==> src/rtl/debounce_bank.sv <==
// Multi-channel switch conditioner: per-channel two-flop synchroniser, tick-based
// stability window, and registered level / press / release / long-press outputs.
module debounce_bank #(
    parameter int CHANNELS     = 4,
    parameter int STABLE_TICKS = 1024,
    parameter int LONG_TICKS   = 0,
    parameter bit INVERT       = 1'b0
) (
    input  logic                clk,
    input  logic                reset,
    input  logic                tick,
    input  logic [CHANNELS-1:0] btn_in,
    output logic [CHANNELS-1:0] btn_level,
    output logic [CHANNELS-1:0] btn_rise,
    output logic [CHANNELS-1:0] btn_fall,
    output logic [CHANNELS-1:0] btn_long,
    output logic [CHANNELS-1:0] btn_held
);

    localparam int CW = (STABLE_TICKS > 1) ? $clog2(STABLE_TICKS + 1) : 1;
    localparam int HW = (LONG_TICKS > 0) ? $clog2(LONG_TICKS + 1) : 1;
    localparam logic [CW-1:0] CNT_LAST = CW'(STABLE_TICKS - 1);

    logic [CHANNELS-1:0] s1;
    logic [CHANNELS-1:0] s2;

    // NOTE: sequential state uses non-blocking assignments so every flop samples pre-edge values.
    always_ff @(posedge clk or negedge reset) begin
        if (!reset) begin
            s1 <= '0;
            s2 <= '0;
        end else begin
            s1 <= btn_in ^ {CHANNELS{INVERT}};
            s2 <= s1;
        end
    end

    for (genvar i = 0; i < CHANNELS; i++) begin : g_ch
        logic [CW-1:0] cnt;
        logic          level_q;
        logic          rise_q;
        logic          fall_q;
        logic          long_q;
        logic          held_q;
        logic          accept;

        // Window completes on the tick where s2 has disagreed for STABLE_TICKS ticks.
        assign accept = (s2[i] != level_q) && tick && (cnt == CNT_LAST);

        always_ff @(posedge clk or negedge reset) begin
            if (!reset) begin
                cnt     <= '0;
                level_q <= 1'b0;
                rise_q  <= 1'b0;
                fall_q  <= 1'b0;
            end else begin
                rise_q <= 1'b0;
                fall_q <= 1'b0;
                if (accept) begin
                    level_q <= s2[i];
                    cnt     <= '0;
                    rise_q  <= s2[i];
                    fall_q  <= ~s2[i];
                end else if (s2[i] == level_q) begin
                    cnt <= '0;
                end else if (tick) begin
                    cnt <= cnt + 1'b1;
                end
            end
        end

        if (LONG_TICKS > 0) begin : g_long
            localparam logic [HW-1:0] HOLD_MAX  = HW'(LONG_TICKS);
            localparam logic [HW-1:0] HOLD_LAST = HW'(LONG_TICKS - 1);

            logic [HW-1:0] hcnt;
            logic          level_nxt;

            // Clearing on the next level lets btn_held drop in the btn_fall cycle.
            assign level_nxt = accept ? s2[i] : level_q;

            always_ff @(posedge clk or negedge reset) begin
                if (!reset) begin
                    hcnt   <= '0;
                    long_q <= 1'b0;
                    held_q <= 1'b0;
                end else begin
                    long_q <= 1'b0;
                    if (!level_nxt) begin
                        hcnt   <= '0;
                        held_q <= 1'b0;
                    end else if (level_q && tick && (hcnt < HOLD_MAX)) begin
                        hcnt <= hcnt + 1'b1;
                        if (hcnt == HOLD_LAST) begin
                            long_q <= 1'b1;
                            held_q <= 1'b1;
                        end
                    end
                end
            end
        end else begin : g_no_long
            assign long_q = 1'b0;
            assign held_q = 1'b0;
        end

        assign btn_level[i] = level_q;
        assign btn_rise[i]  = rise_q;
        assign btn_fall[i]  = fall_q;
        assign btn_long[i]  = long_q;
        assign btn_held[i]  = held_q;
    end

endmodule

==> config.mk <==
export PLATFORM = sky130hd
export DESIGN_NAME = debounce_bank
export DESIGN_NICKNAME = d
export VERILOG_FILES = /design/src/rtl/debounce_bank.sv
export SDC_FILE = /design/constraint.sdc
export NUM_CORES = 1
export LEC_CHECK = 0
export CORE_UTILIZATION = 58
export CTS_CLUSTER_SIZE = 16
export DETAILED_ROUTE_END_ITERATION = 12
export PLACE_DENSITY = 0.8
export SYNTH_ARGS = -nofsm -noshare
export SYNTH_HDL_FRONTEND = slang
export SYNTH_SLANG_ARGS = --single-unit
==> constraint.sdc <==
create_clock -name clk -period 2.36 [get_ports clk]
set_input_delay 0.59 -clock clk [delete_from_list [all_inputs] [get_ports clk]]
set_output_delay 0.59 -clock clk [all_outputs]
set_load 0.02 [all_outputs]
==> run summary, run 1 <==
CP delay by family, top: buffers and inverters
Clock transition at path regs: 0.07 ns
Fin. Hold Viols: 0
# IOs: 27
Final Core Density: 67.33%
number of diodes: 0
initial core utilization: 61.51%
LEAKAGE: 1.595 nW
Setup TNS Final: 0 ns
worst slew pin tran: 0.6037 ns
Final setup violation count: 0
Root Buffer: clkbuf_8
CP Capture Type: primary output
I/O Buffers: 18
Post-synth EDFFs: 0
DRC: 0
Routed Antenna Nets: 0
Max Fclk: 0.4855 GHz
layout net count: 329
total congestion overflow: 0
routability cong.: 0.8483
VDD IR-drop max: 376.0 uV
worst-path fanout max: 6
dpl hpwl: 3969 um
Worst R2R Path Depth: 5
Die Y: 76.30 um
worst hold margin: 0.2540 ns
WL/cell: 14.59 um
clock tree buffer depth: 2
Synth cell types: 51
max-slew violation count: 0
Max Cap Viol: 0
CP arrival: 1.47 ns
Mapped Area: 3202 um2
FF+latch count, synth: 64
1st-iter DRT viols: 137
R2R Setup Slk: 0.50 ns
clk sinks: 64
area delta synth->final: 9.457%
largest net degree at the start of global routing: 30
worst path buffer plus inverter count: 1
vias in the first global route: 2,162
die area: 5822 um2
CTS H-tree depth: 3
Final period util: 87.27%
row count: 26
power per cell area: 586.2 nW/um2
Warnings, synthesis: 0
final worst path period need: 2.060 ns
core area: 5205 um2
Max transition margin: 59.47%
initial antenna violation count: 0
CTS tree: built
sequential area share after synthesis: 50.02%
asr flop ratio synth: 100.0%
Post-Syn Instances: 302
final WL: 5720 um
Clk Latency, worst-skew pair: 0.34 ns
RSZ-0062 raised after global routing: false
Crit path depth: 1
post-synthesis area per instance: 10.60 um2
post-CTS resize count: 0
CTS Hold Buffers Added: 0
Slowest-stage cell, CP: clkdlybuf4s50_1
outcome: completed
Detailed Routing Iterations Pass 1: 4
CP startpoint: g_ch[3].level_q
Via-to-Cell Ratio: 5.936
CTS buffer count: 9
Largest stage delay, worst path: 0.66 ns
vias: 2,327
crit path cell chain: clkdlybuf4s50_1
Post-CTS Setup Bufs: 0
share of layout cells above drive strength 1: 11.49%
overall die width: 76.30 um
first-pass GRT wire length: 10,030 um
clk_skew: 0.006766 ns
Hold Crit Class: primary input to async pin
ys flop type: dfrtp_1
CP Launch Type: register
all-layer global routing usage: 22.17%
worst path required time: 1.77 ns
worst setup path class: register to primary output
worst r2r src: g_ch[3].cnt[0]
Reg2Reg Capture Point: g_ch[3].cnt[0]
==> layer usage <==
layer  vias up  wire length [um]  GRT usage, %
met2        56              2628         31.89
met1      1132              2732         30.94
met4         0                97         11.35
met5         -                 0             0
li1       1126                 -             -
met3        13               261         5.868
==> per-stage QoR <==
step / cell area, um2 / power (W) / instances / setup WS, ns
floorplan: 3228 / 0.001259 / 309 / 0.6429
global placement: 3351 / 0.001301 / 377 / 0.04038
detailed placement: 3351 / 0.001306 / 377 / 0.01512
CTS: 3505 / 0.002077 / 392 / 0.2945
global route: 3505 / 0.002149 / 392 / 0.2509
finish: 3505 / 0.002055 / 392 / 0.3004
==> state kept, by name, indices dropped and copies added, names as in the netlist <==
| register | cells |
|---|---|
| g_ch.cnt | 44 |
| g_ch.fall_q | 4 |
| g_ch.level_q | 4 |
| g_ch.rise_q | 4 |
| s1 | 4 |
| s2 | 4 |
==> synth_stat cells (4+ instances only) <==
| cell type | instances | area share (%) |
|---|---|---|
| nand2_1 | 30 | 3.5 |
| xnor2_1 | 8 | 2.2 |
| nor2_1 | 15 | 1.8 |
| a21oi_1 | 10 | 1.6 |
| buf_4 | 21 | 4.9 |
| a22o_1 | 10 | 2.7 |
| a31oi_1 | 9 | 1.8 |
| o21ai_0 | 10 | 1.6 |
| nor3_1 | 11 | 1.7 |
| mux2_2 | 8 | 2.8 |
| dfrtp_1 | 64 | 50 |
| ha_1 | 4 | 1.6 |
| nand4_1 | 10 | 2.0 |
| and2_1 | 6 | 1.2 |
| and3b_1 | 6 | 1.6 |
| and3_1 | 4 | 0.78 |
| nand3_1 | 14 | 2.2 |
| nor4_1 | 4 | 0.78 |
| xor2_1 | 8 | 2.2 |
==> how the worst max path moves through the flow <==
| stage | endpoint |
|---|---|
| detailed placement | g_ch[1].level_q |
| global placement | g_ch[1].level_q |
| global route | btn_level[3] |
| floorplan | g_ch[1].level_q |
| finish | btn_level[3] |
| CTS | btn_level[3] |
==> cells by family after synthesis <==
family | after synthesis | synth area share [%]
other | 1 | 0.1171
multiplexers | 9 | 3.126
XOR/XNOR | 16 | 4.377
buffers and inverters | 30 | 6.252
AND/OR/NAND/NOR | 114 | 19.46
AO/OA/AOI/OAI | 64 | 15.08
adder cells (fa/ha/maj) | 4 | 1.563
flip-flops | 64 | 50.02
==> cell usage in the layout (no fill, tap or decap), types with 4 or more instances in the layout <==
master           instances
a21oi_1                 10
a22o_1                  10
a31oi_1                  9
and2_1                   6
and3_1                   4
and3b_1                  6
buf_4                    6
clkbuf_8                 9
clkdlybuf4s50_1         17
conb_1                   8
dfrtp_1                 64
ha_1                     4
mux2_2                   8
nand2_1                 30
nand3_1                 14
nand4_1                 10
nor2_1                  15
nor3_1                  11
nor4_1                   4
o21ai_0                 10
xnor2_1                  8
xor2_1                   8
==> final cells by class <==
class,instances,area [um2]
sequential,64,1602
fill,415,1700
tap,70,87.58
timing repair buffer,24,220.2
multi-input combinational,215,1426
clock buffer,11,131.4
clock inverter,4,22.52
inverter,4,15.01
==> power by group <==
| group | internal, W | leakage [nW] | total (W) | switching (W) |
|---|---|---|---|---|
| logic | 0.0000459 | 0.646 | 0.000130 | 0.0000841 |
| registers | 0.00112 | 0.869 | 0.00116 | 0.0000334 |
| clock network | 0.000370 | 0.0789 | 0.000769 | 0.000400 |
| total | 0.00154 | 1.59 | 0.00205 | 0.000517 |
Note: power is estimated with default switching activity, not from simulation.
==> inputs of run 2 (changes only) <==
Settings changed: CAP_MARGIN set to 30.
==> results of run 2 <==
No change in the layout: final DEF, timing and power equal those of run 1.
==> inputs of run 3 (changes only) <==
Settings changed: CORE_UTILIZATION 58 to 60, DONT_BUFFER_PORTS set to 1, PLACE_DENSITY 0.8 to 0.76.
==> run 3 against run 2 <==
Combinational power down 12%. Critical path depth up 4. Clock power up 53%. Critical path type is now register to register. Total power up 19%. Largest cell class unchanged.
==> run summary, run 3 (synthesized netlist as in run 1, its figures left out) <==
routability cong.: 0.8207
row count: 26
worst hold margin: 0.1194 ns
1st-iter DRT viols: 107
clk_skew: 0.006569 ns
sequential share of power: 47.2%
pre-CTS setup slack: 0.3477 ns
Max Cap Viol: 0
vias: 2,234
first-pass GRT wire length: 8894 um
placed inst area: 3131 um2
Root Buffer: clkbuf_8
vias in the first global route: 1,927
CTS H-tree depth: 3
layout net count: 306
overall die width: 75.05 um
Fin. Hold Viols: 0
WL/cell: 14.66 um
dpl hpwl: 3491 um
# IOs: 27
Hold Crit Class: primary input to async pin
Detailed Routing Iterations Pass 1: 4
Clock Power Share: 48.2%
RSZ-0062 raised after global routing: false
initial antenna violation count: 0
sw frac: 21.64%
final WL: 5423 um
Final Core Density: 66.81%
Setup TNS Final: 0 ns
Die Y: 75.05 um
CP arrival: 2.27 ns
outcome: completed
Largest register FFs: 44
Via-to-Cell Ratio: 6.038
clk sinks: 64
post-route setup slack: 0.3447 ns
Comb power frac: 4.7%
worst slew pin tran: 0.6778 ns
internal cell power: 0.001917 W
largest net degree at the start of global routing: 65
Switch Pwr: 0.0005293 W
final worst path period need: 2.015 ns
CTS buffer count: 9
DRC: 0
Max transition margin: 54.82%
worst-path fanout max: 11
worst setup path class: register to register
max-slew violation count: 0
Clk Latency, worst-skew pair: 0.34 ns
initial core utilization: 62.69%
I/O Buffers: 0
LEAKAGE: 1.561 nW
Clock transition at path regs: 0.07 ns
final instance area: 3412 um2
share of layout cells above drive strength 1: 11.33%
Final period util: 85.39%
Final setup violation count: 0
number of diodes: 0
power per cell area: 716.9 nW/um2
Routed Antenna Nets: 0
CTS tree: built
CP Capture Type: register
die area: 5633 um2
all-layer global routing usage: 21.51%
area delta synth->final: 6.565%
Max Fclk: 0.4962 GHz
worst path required time: 2.62 ns
VDD IR-drop max: 360.0 uV
commonest cells after routing, fill and taps aside: 64 x dfrtp_1, 30 x nand2_1, 15 x nor2_1
clock tree buffer depth: 2
total congestion overflow: 0
core area: 5107 um2
Biggest register: g_ch.cnt
most common cell after layout, fill and taps aside: dfrtp_1
CP Launch Type: register
-- run 3: metal layers --
metal	global-route usage [%]	part of all wire (%)	vias to the layer above
met5	0	0	-
li1	-	-	1077
met1	29.38	49	1113
met2	31.83	46	34
met4	13.00	2.6	0
met3	4.150	2.6	10
-- run 3: critical path, cell delays in order (launching register included) --
cell      delay, ns
dfrtp_1        0.42
ha_1           0.24
and3_1         0.27
a311oi_2       0.60
o21ai_0        0.19
a31oi_1        0.22
-- run 3: area by class of cell --
class                           instances  area (um2)
Multi-Input combinational cell        215        1426
Fill cell                             412        1695
Clock inverter                          5       102.6
Inverter                                4       15.01
Clock buffer                           11       151.4
Timing Repair Buffer                    1       27.53
Sequential cell                        64        1602
Tap cell                               70       87.58
-- run 3: what timing repair did --
item                                   CTS  global route
hold buffers                             1             0
setup buffers                            0             0
resized for setup                        0             0
endpoints found under the hold margin   64             0
-- run 3: worst paths after layout --
path                                      from  slack [ns]             end  cells past startpoint
worst max-delay path            g_ch[2].cnt[0]        0.34  g_ch[2].cnt[9]                      5
worst min-delay path                     reset        0.12  g_ch[3].cnt[4]                      1
worst max register to register  g_ch[2].cnt[0]        0.34  g_ch[2].cnt[9]                      5
worst min register to register           s1[3]        0.35           s2[3]                      0
max in group asynchronous                reset        1.98  g_ch[1].cnt[8]                      1
min in group clk                     btn_in[2]        0.28           s1[2]                      0
-- run 3: power by group through the flow --
stage               combinational, W  clock, W  sequential [W]
detailed placement         0.0000888         0         0.00117
finish                      0.000114   0.00118         0.00115
floorplan                  0.0000920         0         0.00117
global route                0.000130   0.00124         0.00116
global placement           0.0000873         0         0.00117
CTS                         0.000116   0.00120         0.00115
-- run 3: metrics by stage --
step	total power, W	std cells
after global placement	0.001260	353
after CTS	0.002469	370
final	0.002446	370
after detailed placement	0.001263	353
after global routing	0.002529	370
after floorplan	0.001259	309
